File: src/rtl/e_sched_pkg.sv
// Shared types, constants and helpers for the e_sched round-robin scheduler.
package e_sched_pkg;

    typedef enum logic [1:0] {
        IDLE  = 2'd0,
        RUN   = 2'd1,
        DRAIN = 2'd2
    } state_t;

    localparam int CNT_W = 16;

    // Tag/pointer width for n requesters; never narrower than one bit.
    function automatic int tag_w(input int n);
        return (n <= 2) ? 1 : $clog2(n);
    endfunction

endpackage

File: src/rtl/e_sched_rr.sv
// Combinational masked round-robin picker: lowest requester at or above ptr_i,
// otherwise the lowest requester overall.
module e_sched_rr
    import e_sched_pkg::*;
#(
    parameter int N  = 4,
    parameter int TW = tag_w(N)
) (
    input  logic [N-1:0]  req_i,
    input  logic [TW-1:0] ptr_i,
    output logic [N-1:0]  grant_o,
    output logic [TW-1:0] idx_o,
    output logic          any_o
);

    logic [TW-1:0] idx_hi;
    logic [TW-1:0] idx_lo;
    logic          any_hi;

    always_comb begin
        idx_hi  = '0;
        idx_lo  = '0;
        any_hi  = 1'b0;
        any_o   = 1'b0;
        grant_o = '0;
        // Descending scan so the last hit left standing is the lowest index.
        for (int i = N - 1; i >= 0; i--) begin
            if (req_i[i]) begin
                idx_lo = TW'(i);
                any_o  = 1'b1;
                if (i >= int'(ptr_i)) begin
                    idx_hi = TW'(i);
                    any_hi = 1'b1;
                end
            end
        end
        idx_o = any_hi ? idx_hi : idx_lo;
        if (any_o) grant_o[idx_o] = 1'b1;
    end

endmodule

File: src/rtl/e_sched.sv
// Round-robin scheduler sharing one LAT-deep `e` datapath among N_REQ requesters,
// with tag shadow pipeline for response routing. Optional counters: E_SCHED_STATS_EN.
module e_sched
    import e_sched_pkg::*;
#(
    parameter int N_REQ = 4,
    parameter int DW    = 8,
    parameter int LAT   = 2
) (
    input  logic                clk,
    input  logic                rst_n,
    input  logic                en,
    input  logic [N_REQ-1:0]    req_valid,
    input  logic [N_REQ*DW-1:0] req_data,
    output logic [N_REQ-1:0]    req_ready,
    output logic                dp_valid,
    output logic [DW-1:0]       dp_data,
    input  logic [DW-1:0]       dp_result,
    output logic [N_REQ-1:0]    rsp_valid,
    output logic [DW-1:0]       rsp_data,
    output logic                busy
`ifdef E_SCHED_STATS_EN
    ,
    input  logic                   stats_clr,
    output logic [N_REQ*CNT_W-1:0] grant_cnt
`endif
);

    localparam int TW = tag_w(N_REQ);
    localparam logic [LAT-1:0] LAST_STAGE = LAT'(1) << (LAT - 1);

    state_t        state_q, state_d;
    logic [TW-1:0] ptr_q, ptr_d;
    logic          dp_valid_q;
    logic [DW-1:0] dp_data_q;
    logic [TW-1:0] dp_tag_q;
    logic [LAT-1:0] sh_vld_q;
    logic [TW-1:0]  sh_tag_q [LAT];

    logic [N_REQ-1:0] grant;
    logic [TW-1:0]    gidx;
    logic             gany;
    logic             hs;
    logic             drain_done;

    e_sched_rr #(.N(N_REQ), .TW(TW)) u_rr (
        .req_i   (req_valid),
        .ptr_i   (ptr_q),
        .grant_o (grant),
        .idx_o   (gidx),
        .any_o   (gany)
    );

    // Handshake: req_valid[i] & req_ready[i]; the picker only grants valid requesters.
    assign req_ready = (state_q == RUN) ? grant : '0;
    assign hs        = (state_q == RUN) && gany;

    // Nothing remains in flight once the word in the final stage leaves this cycle.
    assign drain_done = !dp_valid_q && ((sh_vld_q & ~LAST_STAGE) == '0);

    always_comb begin
        state_d = state_q;
        unique case (state_q)
            IDLE:    if (en) state_d = RUN;
            RUN:     if (!en) state_d = DRAIN;
            DRAIN: begin
                if (en)              state_d = RUN;
                else if (drain_done) state_d = IDLE;
            end
            default: state_d = IDLE;
        endcase
    end

    always_comb begin
        ptr_d = ptr_q;
        if (hs) ptr_d = (int'(gidx) == N_REQ - 1) ? '0 : gidx + 1'b1;
    end

    always_ff @(posedge clk or negedge rst_n) begin
        if (!rst_n) begin
            state_q    <= IDLE;
            ptr_q      <= '0;
            dp_valid_q <= 1'b0;
            dp_data_q  <= '0;
            dp_tag_q   <= '0;
            sh_vld_q   <= '0;
            for (int i = 0; i < LAT; i++) sh_tag_q[i] <= '0;
        end else begin
            state_q    <= state_d;
            ptr_q      <= ptr_d;
            dp_valid_q <= hs;
            if (hs) begin
                dp_data_q <= req_data[int'(gidx)*DW +: DW];
                dp_tag_q  <= gidx;
            end
            sh_vld_q[0] <= dp_valid_q;
            sh_tag_q[0] <= dp_tag_q;
            for (int i = 1; i < LAT; i++) begin
                sh_vld_q[i] <= sh_vld_q[i-1];
                sh_tag_q[i] <= sh_tag_q[i-1];
            end
        end
    end

    always_comb begin
        rsp_valid = '0;
        rsp_data  = '0;
        if (sh_vld_q[LAT-1]) begin
            rsp_valid[sh_tag_q[LAT-1]] = 1'b1;
            rsp_data                   = dp_result;
        end
    end

    assign dp_valid = dp_valid_q;
    assign dp_data  = dp_data_q;
    assign busy     = (state_q != IDLE) | dp_valid_q | (|sh_vld_q);

`ifdef E_SCHED_STATS_EN
    logic [CNT_W-1:0] cnt_q [N_REQ];

    always_ff @(posedge clk or negedge rst_n) begin
        if (!rst_n) begin
            for (int i = 0; i < N_REQ; i++) cnt_q[i] <= '0;
        end else begin
            for (int i = 0; i < N_REQ; i++) begin
                if (stats_clr)
                    cnt_q[i] <= '0;
                else if (hs && int'(gidx) == i && cnt_q[i] != '1)
                    cnt_q[i] <= cnt_q[i] + 1'b1;
            end
        end
    end

    for (genvar gi = 0; gi < N_REQ; gi++) begin : g_cnt
        assign grant_cnt[gi*CNT_W +: CNT_W] = cnt_q[gi];
    end
`endif

endmodule

File: config.mk
export PLATFORM = sky130hd
export DESIGN_NAME = e_sched
export DESIGN_NICKNAME = d
export VERILOG_FILES = /design/src/rtl/e_sched_pkg.sv /design/src/rtl/e_sched_rr.sv /design/src/rtl/e_sched.sv
export SDC_FILE = /design/constraint.sdc
export NUM_CORES = 1
export LEC_CHECK = 0
export CELL_PAD_IN_SITES_DETAIL_PLACEMENT = 0
export CELL_PAD_IN_SITES_GLOBAL_PLACEMENT = 2
export CORE_MARGIN = 2
export CORE_UTILIZATION = 22
export CTS_BUF_LIST = sky130_fd_sc_hd__clkbuf_2 sky130_fd_sc_hd__clkbuf_4 sky130_fd_sc_hd__clkbuf_8
export CTS_CLUSTER_SIZE = 25
export DETAILED_ROUTE_END_ITERATION = 12
export GPL_TIMING_DRIVEN = 0
export HOLD_SLACK_MARGIN = 0.15
export PLACE_DENSITY = 0.88
export SKIP_CTS_REPAIR_TIMING = 1
export SYNTH_ARGS = -nofsm -noshare
export SYNTH_HDL_FRONTEND = slang
export SYNTH_SLANG_ARGS = --single-unit
File: constraint.sdc
create_clock -name clk -period 2.5 [get_ports clk]
set_input_delay 0.625 -clock clk [delete_from_list [all_inputs] [get_ports clk]]
set_output_delay 0.625 -clock clk [all_outputs]
set_load 0.02 [all_outputs]
# Yosys cells after proc, flatten, opt, wreduce, memory -nomap -nowiden
# Index checks and enable logic that the tools add are counted.
[word_totals]
register_bits = 21
input_bits = 47
output_inout_bits = 26
elab_cells = 70
[classes]
addsub = 1
n_lt_le_gt_ge = 7
n_eq_ne = 6
shift = 1
n_mux = 35
bitwise_logic = 2
reduce_logical = 10
[ops]
columns = ["op", "n"]
rows = [
  ["$mux 2", 16],
  ["$shiftx 32x6->8", 1],
  ["$mux 1", 12],
  ["$mux 4", 3],
  ["$mux 8", 1],
  ["$lt 2x3->1 const B", 2],
  ["$pmux 2 s3", 1],
  ["$demux 1 s2", 2],
  ["$eq 2x1->1 const B", 2],
  ["$ge 1x2->1 const A", 2],
  ["$ge 2x1->1 const B", 2],
  ["$logic_and 1x1->1", 4],
  ["$logic_not 2->1", 2],
  ["$ne 2x2->1 const B", 2],
  ["$ne 3x3->1 const B", 1],
  ["$reduce_and 3->1", 1],
  ["$add 2x1->2 const B", 1],
  ["$eq 2x2->1 const B", 1],
  ["$ge 2x2->1 const A", 1],
  ["$or 1x1->1", 2],
  ["$reduce_bool 2->1", 1],
  ["$reduce_or 2->1", 1],
  ["$logic_not 1->1", 1],
]

# Logic depth before layout (Yosys ltp)
# Gate-level depths: netlist of the first run.
[depth]
ltp_word = 14
ltp_mapped = 7
ltp_nobuf = 7

# By module
# Synthesis of the first run repeated with hierarchy kept, for this count alone.
[unflattened]
hier_cells = 103
hier_area_um2 = 1211.2
[modules_own_cells]
columns = ["mod", "n_inst", "cells_each", "area_each_um2", "seq_area_each_um2"]
rows = [
  ["e_sched", 1, 73, 1036.0, 525.5],
  ["e_sched_rr", 1, 30, 175.2, 0.0],
]

# Worst setup path before layout of the first run
# OpenSTA, ideal clock, no wires.
[synth_timing]
kind = "in2out"
startpoint = "input port req_valid[3]"
endpoint = "output port req_ready[0]"
arrival_ns = 1.715
t_required_ns = 1.875
slack_ns = 0.160
path_stages = 4
n_path_buf = 1
cell_sequence = "o41ai_4 inv_4 clkbuf_1 and2_1"
[synth_via]
elab_chain_cells = 14
elab_cells_between_ends = 28
cone_classes = "2 x order compare; 25 x mux; 1 x reduce/logical"
[synth_lines]
columns = ["element", "line", "rtl"]
rows = [
  ["start: declaration", "e_sched.sv:13", "input logic [N_REQ-1:0] req_valid,"],
  ["$mux 2 or $mux 1 (tied branches)", "e_sched_rr.sv:28", "if (req_i[i]) begin"],
  ["$mux 2 or $mux 1 (tied branches)", "e_sched_rr.sv:31", "if (i >= int'(ptr_i)) begin"],
  ["$mux 2 or $mux 1 (tied branches)", "e_sched_rr.sv:28", ""],
  ["$mux 2 or $mux 1 (tied branches)", "e_sched_rr.sv:31", ""],
  ["$mux 2 or $mux 1 (tied branches)", "e_sched_rr.sv:28", ""],
  ["$mux 2 or $mux 1 (tied branches)", "e_sched_rr.sv:31", ""],
  ["$mux 2 or $mux 1 (tied branches)", "e_sched_rr.sv:28", ""],
  ["$mux 2", "e_sched_rr.sv:37", "idx_o = any_hi ? idx_hi : idx_lo;"],
  ["$lt 2x3->1 (not written as such) or $ge 2x1->1 (tied branches)", "e_sched_rr.sv:38", "if (any_o) grant_o[idx_o] = 1'b1;"],
  ["$logic_and 1x1->1 (not written as such)", "e_sched_rr.sv:38", ""],
  ["$mux 1 (not written as such)", "e_sched_rr.sv:38", ""],
  ["$demux 1 s2", "n/a", ""],
  ["$mux 4 *", "e_sched_rr.sv:38", ""],
  ["$mux 4 *", "e_sched.sv:55", "assign req_ready = (state_q == RUN) ? grant : '0;"],
  ["end: declaration", "e_sched.sv:15", "output logic [N_REQ-1:0] req_ready,"],
]
# Mark *: on every way between the ends. The rest lies on a longest branch, timed or not.

# Worst setup path in the final report of the first run
[layout_timing]
startpoint = "input port req_valid[1]"
endpoint = "output port req_ready[0]"
[layout_via]
elab_chain_cells = 10
elab_cells_between_ends = 18
cone_classes = "2 x order compare; 15 x mux; 1 x reduce/logical"
[layout_lines]
columns = ["element", "line", "rtl"]
rows = [
  ["$mux 2 or $mux 1 (tied branches)", "e_sched_rr.sv:28", ""],
  ["$mux 2 or $mux 1 (tied branches)", "e_sched_rr.sv:31", ""],
  ["$mux 2 or $mux 1 (tied branches)", "e_sched_rr.sv:28", ""],
  ["$mux 2 *", "e_sched_rr.sv:37", ""],
  ["net gidx[0]", "e_sched.sv:41", "logic [TW-1:0] gidx;"],
  ["$lt 2x3->1 (not written as such) or $ge 2x1->1 (tied branches)", "e_sched_rr.sv:38", ""],
  ["$logic_and 1x1->1 (not written as such)", "e_sched_rr.sv:38", ""],
  ["$mux 1 (not written as such)", "e_sched_rr.sv:38", ""],
  ["$demux 1 s2 *", "n/a", ""],
  ["$mux 4 *", "e_sched_rr.sv:38", ""],
  ["$mux 4 *", "e_sched.sv:55", ""],
]
# Mark *: on every way through the listed nets, which the timed path passes. The rest lies on a longest branch.

==> results.json, run 1 <==
{
  "status": "finished, violations left",
  "violations": "setup timing",
  "synth_warnings": 0,
  "hold_ws_ns": 0.353,
  "yosys.area_share.adder": 0.0398,
  "cts.sinks": 21,
  "cts_root_buffer": "clkbuf_8",
  "p_leak_nw": 0.939,
  "fin_crit_sh": 1.02,
  "fp.dieW_um": 79.6,
  "crit_path_end_kind": "output pin",
  "routed_wl_mm": 3.34,
  "async_reset_ff_frac": 1.00,
  "drt-pass1-iter-count": 4,
  "port-buffer-count": 72,
  "fmax_ghz": 0.393,
  "grt_antenna_before_repair": 0,
  "p_int_uw": 957,
  "clock_skew_ns": 0.00499,
  "worstPathMaxFanout": 15,
  "yosys.area.top_type": "dfrtp_1",
  "cts-htree-levels": 1,
  "switchingPower_uw": 568,
  "setup-violations-final": 2,
  "worstSetupStartpointType": "input pin",
  "std_cell_rows": 27,
  "drc_errors": 0,
  "num_vias": 1220,
  "ys_ff_latch": 21,
  "rrSetupSlack_ns": 0.67,
  "finalNetCount": 258,
  "worst_ep_required_time_ns": 1.88,
  "cts_buffers": 3,
  "die_y_um": 79.6,
  "path_cells": "buf_2, a21boi_4, o22ai_2, nor2_4, inv_4, ha_1, and2_1, buf_2",
  "gp_congestion": 0.715,
  "min_period_ns": 2.54,
  "synthesis.area_mm2": 0.00126,
  "max_stage_delay_ns": 0.21,
  "core-area_mm2": 0.00551,
  "grt_pass1_vias": 1270,
  "setup_ws_ns": -0.0415,
  "wl_per_cell_um": 12.0,
  "synth_top_family_by_area": "simple AND/OR/NAND/NOR gates",
  "drive_gt1_frac": 0.189,
  "swShare": 0.373,
  "synth.distinct_cells": 34,
  "grt_max_degree": 22,
  "synth_top_area_frac": 0.417,
  "cp.arrival_ns": 1.92,
  "ir_worst_vdd_v": 0.000280,
  "grt-ovfl-total": 0,
  "min_path_type": "reg2reg",
  "antenna_cells": 0,
  "pre_cts_ws_ns": -1.15,
  "synth_nets": 176,
  "critPathKind": "in2out",
  "synth_edf_count": 0,
  "wirelength_met1_mm": 1.48,
  "slew_headroom": 0.374,
  "cp_common_cell": "buf_2",
  "ys_seq_area_frac": 0.417,
  "synth-compound-area-share": 0.203,
  "power_density_mw_per_mm2": 701,
  "p_clk_frac": 0.147,
  "hpwlAfterDp_mm": 2.58,
  "vias_per_cell": 4.39,
  "pwr-share-seq": 0.347,
  "synth_area_per_cell_um2": 10.1,
  "grt_pass1_wl_mm": 5.73,
  "combinationalPowerShare": 0.506,
  "die_area_mm2": 0.00634,
  "synth_ff_type": "dfrtp_1",
  "wl_met2_mm": 1.40,
  "ioPinCount": 73,
  "rsz0062_at_grt": "true",
  "synth.mux.area_fraction": 0.0716,
  "cp_slowest_cell": "a21boi_4",
  "ant_nets": 0,
  "cts_tree": "done",
  "path_buf_inv": 3,
  "max_cap_viol_count": 0,
  "clkLatencyLatePin_ns": 0.26,
  "syn_inst": 125,
  "area_delta_synth_final_pct": 72.8,
  "drt_iter0_drc": 34,
  "start_util": 0.229,
  "worst-slew-pin-transition_ns": 0.936,
  "top_layer_used": "met4",
  "cts.clk_slew.worst_paths_ns": 0.07,
  "final-max-slew-violation-count": 0,
  "report.final.hold_viol_count": 0,
  "synth_simple_gate_area_frac": 0.238,
  "grt_use_total": 0.113,
  "yosys-top-cells-area": "dfrtp_1 (42%), mux2i_1 (7.2%), and2_1 (6.0%)",
  "cp_top_family": "buffers and inverters",
  "dr_wl_met3_um": 438,
  "yosys.area_share.xor_xnor": 0,
  "cts_buffer_depth": 2
}
==> layout by cell type, fill, tap and decap left out, types with 3 or more instances in the layout <==
| cell type | instances |
|---|---|
| clkdlybuf4s50_1 | 63 |
| dfrtp_1 | 20 |
| nand2_1 | 12 |
| and2_1 | 11 |
| buf_4 | 9 |
| mux2i_1 | 8 |
| a211oi_1 | 8 |
| nor2_1 | 7 |
| and3_1 | 5 |
| o21ai_0 | 5 |
| nand3_1 | 4 |
| a21bo_2 | 4 |
| o211ai_1 | 4 |
| ha_1 | 4 |
| nor2b_1 | 3 |
| clkbuf_8 | 3 |
==> power by group through the flow <==
stage	Sequential [mW]	Clock [mW]	Combinational, mW
2_1_floorplan	0.591	0	0.357
3_3_place_gp	0.528	0	0.755
3_5_place_dp	0.530	0	0.757
4_1_cts	0.525	0.235	0.758
5_1_grt	0.547	0.249	0.852
6_report	0.529	0.224	0.771
==> cells in the mapped netlist, types with 2 or more instances <==
library cell and count:
dfrtp_1 21, nand2_1 13, and2_1 12, mux2i_1 9, a211oi_1 8, nor2_1 7
and3_1 5, o21ai_0 5, a21bo_2 4, ha_1 4, nand3_1 4, nor2b_1 4
o211ai_1 4, a21oi_1 2, clkbuf_1 2, inv_1 2, inv_4 2
==> state kept, by name (all words and copies together), names as in the netlist <==
name,cells
state_q,2
sh_vld_q,2
dp_data,8
sh_tag_q,4
ptr_q,2
dp_tag_q,2
dp_valid,1
==> final timing paths <==
kind,start,end,depth (start not counted)
max,req_valid[1],req_ready[0],8
min,sh_tag_q[2]$_DFF_PN0_,sh_tag_q[0]$_DFF_PN0_,0
min reg2reg,sh_tag_q[2]$_DFF_PN0_,sh_tag_q[0]$_DFF_PN0_,0
min in group asynchronous,rst_n,dp_data[3]$_DFFE_PN0P_,1
max reg2reg,ptr_q[1]$_DFFE_PN0P_,dp_data[1]$_DFFE_PN0P_,6
max in group asynchronous,rst_n,ptr_q[1]$_DFFE_PN0P_,1
==> through the flow <==
step           setup TNS [ns]  cells   util  instance area, um2  power (mW)
4_1_cts                 -4.64    273  0.384                2120        1.52
3_5_place_dp            -5.65    269  0.376                2070        1.29
2_1_floorplan               0    125      -                1260       0.948
3_3_place_gp            -5.39    269  0.376                2070        1.28
5_1_grt                -0.295    278  0.395                2170        1.65
6_report              -0.0794    278  0.395                2170        1.53
==> routing by layer <==
metal | GRT usage | vias up
li1 | - | 608
met1 | 0.141 | 548
met2 | 0.177 | 62
met3 | 0.0566 | 2
met4 | 0.0207 | 0
met5 | 0 | -
==> cell families after synthesis <==
family          after synthesis
mux                           9
flops                        21
simple gates                 53
buf+inv                       7
compound gates               31
fa+ha+maj                     4
==> cell type report <==
cell class                      count  area (um2)
Tap cell                           72        90.1
Clock inverter                      1        5.00
Inverter                            4        20.0
Multi-Input combinational cell     97         727
Fill cell                         560        3330
Timing Repair Buffer               79         761
Clock buffer                        3        41.3
Buffer                              1        3.75
Sequential cell                    21         527
Note: power is estimated with default switching activity, not from simulation.
==> run 2: changes to the inputs <==
--- a/config.mk
+++ b/config.mk
@@ -13,7 +13,7 @@
 export CTS_CLUSTER_SIZE = 25
 export DETAILED_ROUTE_END_ITERATION = 12
 export GPL_TIMING_DRIVEN = 0
-export HOLD_SLACK_MARGIN = 0.15
+export HOLD_SLACK_MARGIN = 0.05
 export PLACE_DENSITY = 0.88
 export SKIP_CTS_REPAIR_TIMING = 1
 export SYNTH_ARGS = -nofsm -noshare
==> results of run 2 <==
The final DEF is identical to that of run 1; final timing and power are the same.
==> run 3: changes to the inputs <==
--- a/config.mk
+++ b/config.mk
@@ -9,7 +9,7 @@
 export CELL_PAD_IN_SITES_GLOBAL_PLACEMENT = 2
 export CORE_MARGIN = 2
 export CORE_UTILIZATION = 22
-export CTS_BUF_LIST = sky130_fd_sc_hd__clkbuf_2 sky130_fd_sc_hd__clkbuf_4 sky130_fd_sc_hd__clkbuf_8
+export CTS_BUF_LIST = sky130_fd_sc_hd__clkbuf_4
 export CTS_CLUSTER_SIZE = 25
 export DETAILED_ROUTE_END_ITERATION = 12
 export GPL_TIMING_DRIVEN = 0
==> run 3 against run 2 <==
  * The flow still finishes with violations (setup timing)
  * Utilization decreased by 0.77 points
  * Final cell count down 0.36%
  * Register-to-register slack about the same
  * Sequential cell count did not move
  * Clock power down 24%
  * Cell area fell by 2.0%
  * Critical path depth shrank 1
  * Sequential power barely moved
  * First-iteration DRC count stayed put
  * Combinational power decreased by 0.9%
  * Worst setup slack got worse by 0.011 ns
==> results.json, run 3 (synthesized netlist as in run 1, its figures left out) <==
{
  "ant_nets": 0,
  "cp.arrival_ns": 1.93,
  "critPathKind": "reg2out",
  "final_util": 0.387,
  "drt_iter0_drc": 34,
  "core-area_mm2": 0.00551,
  "path_cells": "mux2i_2, o22ai_2, nor2_4, inv_4, ha_1, and2_1, buf_2",
  "cts-htree-levels": 1,
  "hp-start": "sh_tag_q[2]$_DFF_PN0_",
  "vias_per_cell": 4.36,
  "max_stage_delay_ns": 0.46,
  "ir_worst_vdd_v": 0.000312,
  "rrSetupSlack_ns": 0.68,
  "clkLatencyLatePin_ns": 0.31,
  "hold_depth": 0,
  "gp_congestion": 0.715,
  "whs_endpoint": "sh_tag_q[0]$_DFF_PN0_",
  "worstPathMaxFanout": 15,
  "crit_cells": 7,
  "report.final.hold_viol_count": 0,
  "cts.sinks": 21,
  "num_vias": 1209,
  "cts_buffers": 3,
  "cts_tree": "done",
  "fin_area_mm2": 0.00213,
  "drive_gt1_frac": 0.190,
  "setup_ws_ns": -0.0525,
  "grt_antenna_before_repair": 0,
  "setup-violations-final": 2,
  "hpwlAfterDp_mm": 2.58,
  "antenna_cells": 0,
  "worstSetupStartpointType": "flop",
  "fp.dieW_um": 79.6,
  "power_mw": 1.46,
  "start_util": 0.229,
  "finalNetCount": 257,
  "cp_top_family": "flip-flops",
  "grt_max_degree": 22,
  "final_common_cell": "clkdlybuf4s50_1",
  "cts_buffer_depth": 2,
  "worst-slew-pin-transition_ns": 0.943,
  "grt_pass1_vias": 1273,
  "grt_use_total": 0.113,
  "mostFrequentLayoutCells": "clkdlybuf4s50_1 (63), dfrtp_1 (19), and2_1 (12), nand2_1 (12)",
  "place_area_mm2": 0.00207,
  "wl_per_cell_um": 12.0,
  "timing.rr.start": "ptr_q[1]$_DFFE_PN0P_",
  "cts.clk_slew.worst_paths_ns": 0.12,
  "reg2reg_depth": 6,
  "grt-ovfl-total": 0,
  "power_density_mw_per_mm2": 686,
  "drt-pass1-iter-count": 4,
  "routed_wl_mm": 3.33,
  "cts_root_buffer": "clkbuf_4",
  "path_buf_inv": 2,
  "die_area_mm2": 0.00634,
  "die_y_um": 79.6,
  "p_leak_nw": 0.919,
  "status": "finished, violations left",
  "crit_path_end_kind": "output pin",
  "n_fill_cell": 564,
  "ioPinCount": 73,
  "min_period_ns": 2.55,
  "r2r-end": "dp_data[1]$_DFFE_PN0P_",
  "final-max-slew-violation-count": 0,
  "grt_pass1_wl_mm": 5.72,
  "port-buffer-count": 72,
  "max_cap_viol_count": 0,
  "fmax_ghz": 0.392,
  "min_path_type": "reg2reg",
  "drc_errors": 0,
  "worst_ep_required_time_ns": 1.88,
  "largest_register_ffs": 8,
  "std_cell_rows": 27,
  "cp_slowest_cell": "dfrtp_2",
  "slew_headroom": 0.369,
  "violations": "setup timing",
  "area_delta_synth_final_pct": 69.4,
  "clock_skew_ns": 0.00617,
  "fin_crit_sh": 1.02,
  "rsz0062_at_grt": "true"
}
==> run 3: changes by cell type in the layout (fill, tap and decap cells not counted) <==
cell,delta
buf_6,-1
and2_4,-1
a21boi_2,+1
buf_4,-2
dfrtp_1,-1
clkbuf_2,+2
clkbuf_4,+3
dfrtp_2,+1
a21boi_4,-1
clkbuf_8,-3
and2_1,+1
clkbuf_1,-1
buf_2,+1
==> run 3: power by group <==
group | switching [mW] | leakage, nW | total, mW | internal [mW]
logic | 0.374 | 0.649 | 0.764 | 0.390
registers | 0.0768 | 0.252 | 0.527 | 0.451
clock network | 0.111 | 0.0177 | 0.171 | 0.0598
total | 0.562 | 0.919 | 1.46 | 0.900
==> run 3: worst max path at each step <==
stage / startpoint / end / slack [ns]
floorplan: req_valid[3] / req_ready[0] / 0.16
global placement: req_valid[3] / req_ready[3] / -1.13
detailed placement: req_valid[3] / req_ready[3] / -1.15
CTS: req_valid[3] / req_ready[3] / -1.15
global route: ptr_q[1]$_DFFE_PN0P_ / req_ready[0] / -0.18
finish: ptr_q[1]$_DFFE_PN0P_ / req_ready[0] / -0.05
==> run 3: cell type report <==
class	count	area (um2)	area share
Tap cell	72	90.1	0.0423
Buffer	1	5.00	0.00235
Inverter	4	20.0	0.00939
Sequential cell	21	528	0.248
Multi-Input combinational cell	97	717	0.336
Timing Repair Buffer	78	744	0.349
Clock inverter	1	5.00	0.00235
Clock buffer	3	22.5	0.0106
==> run 3: per-stage QoR <==
step / instances / worst slack (ns) / hold slack (ns) / setup TNS (ns)
after global routing: 277 / -0.176 / 0.378 / -0.520
final: 277 / -0.0525 / 0.364 / -0.101
after detailed placement: 269 / -1.15 / 0.335 / -5.65
after floorplan: 125 / 0.160 / 0.329 / 0
after global placement: 269 / -1.13 / 0.332 / -5.39
after CTS: 273 / -1.15 / 0.371 / -4.71
==> run 3: metal layers <==
| metal | wire length, um | vias to the layer above | GRT usage |
|---|---|---|---|
| met5 | 0 | - | 0 |
| met4 | 20 | 0 | 0.0207 |
| met3 | 450 | 2 | 0.0532 |
| met2 | 1370 | 65 | 0.177 |
| met1 | 1500 | 536 | 0.143 |
| li1 | - | 606 | - |
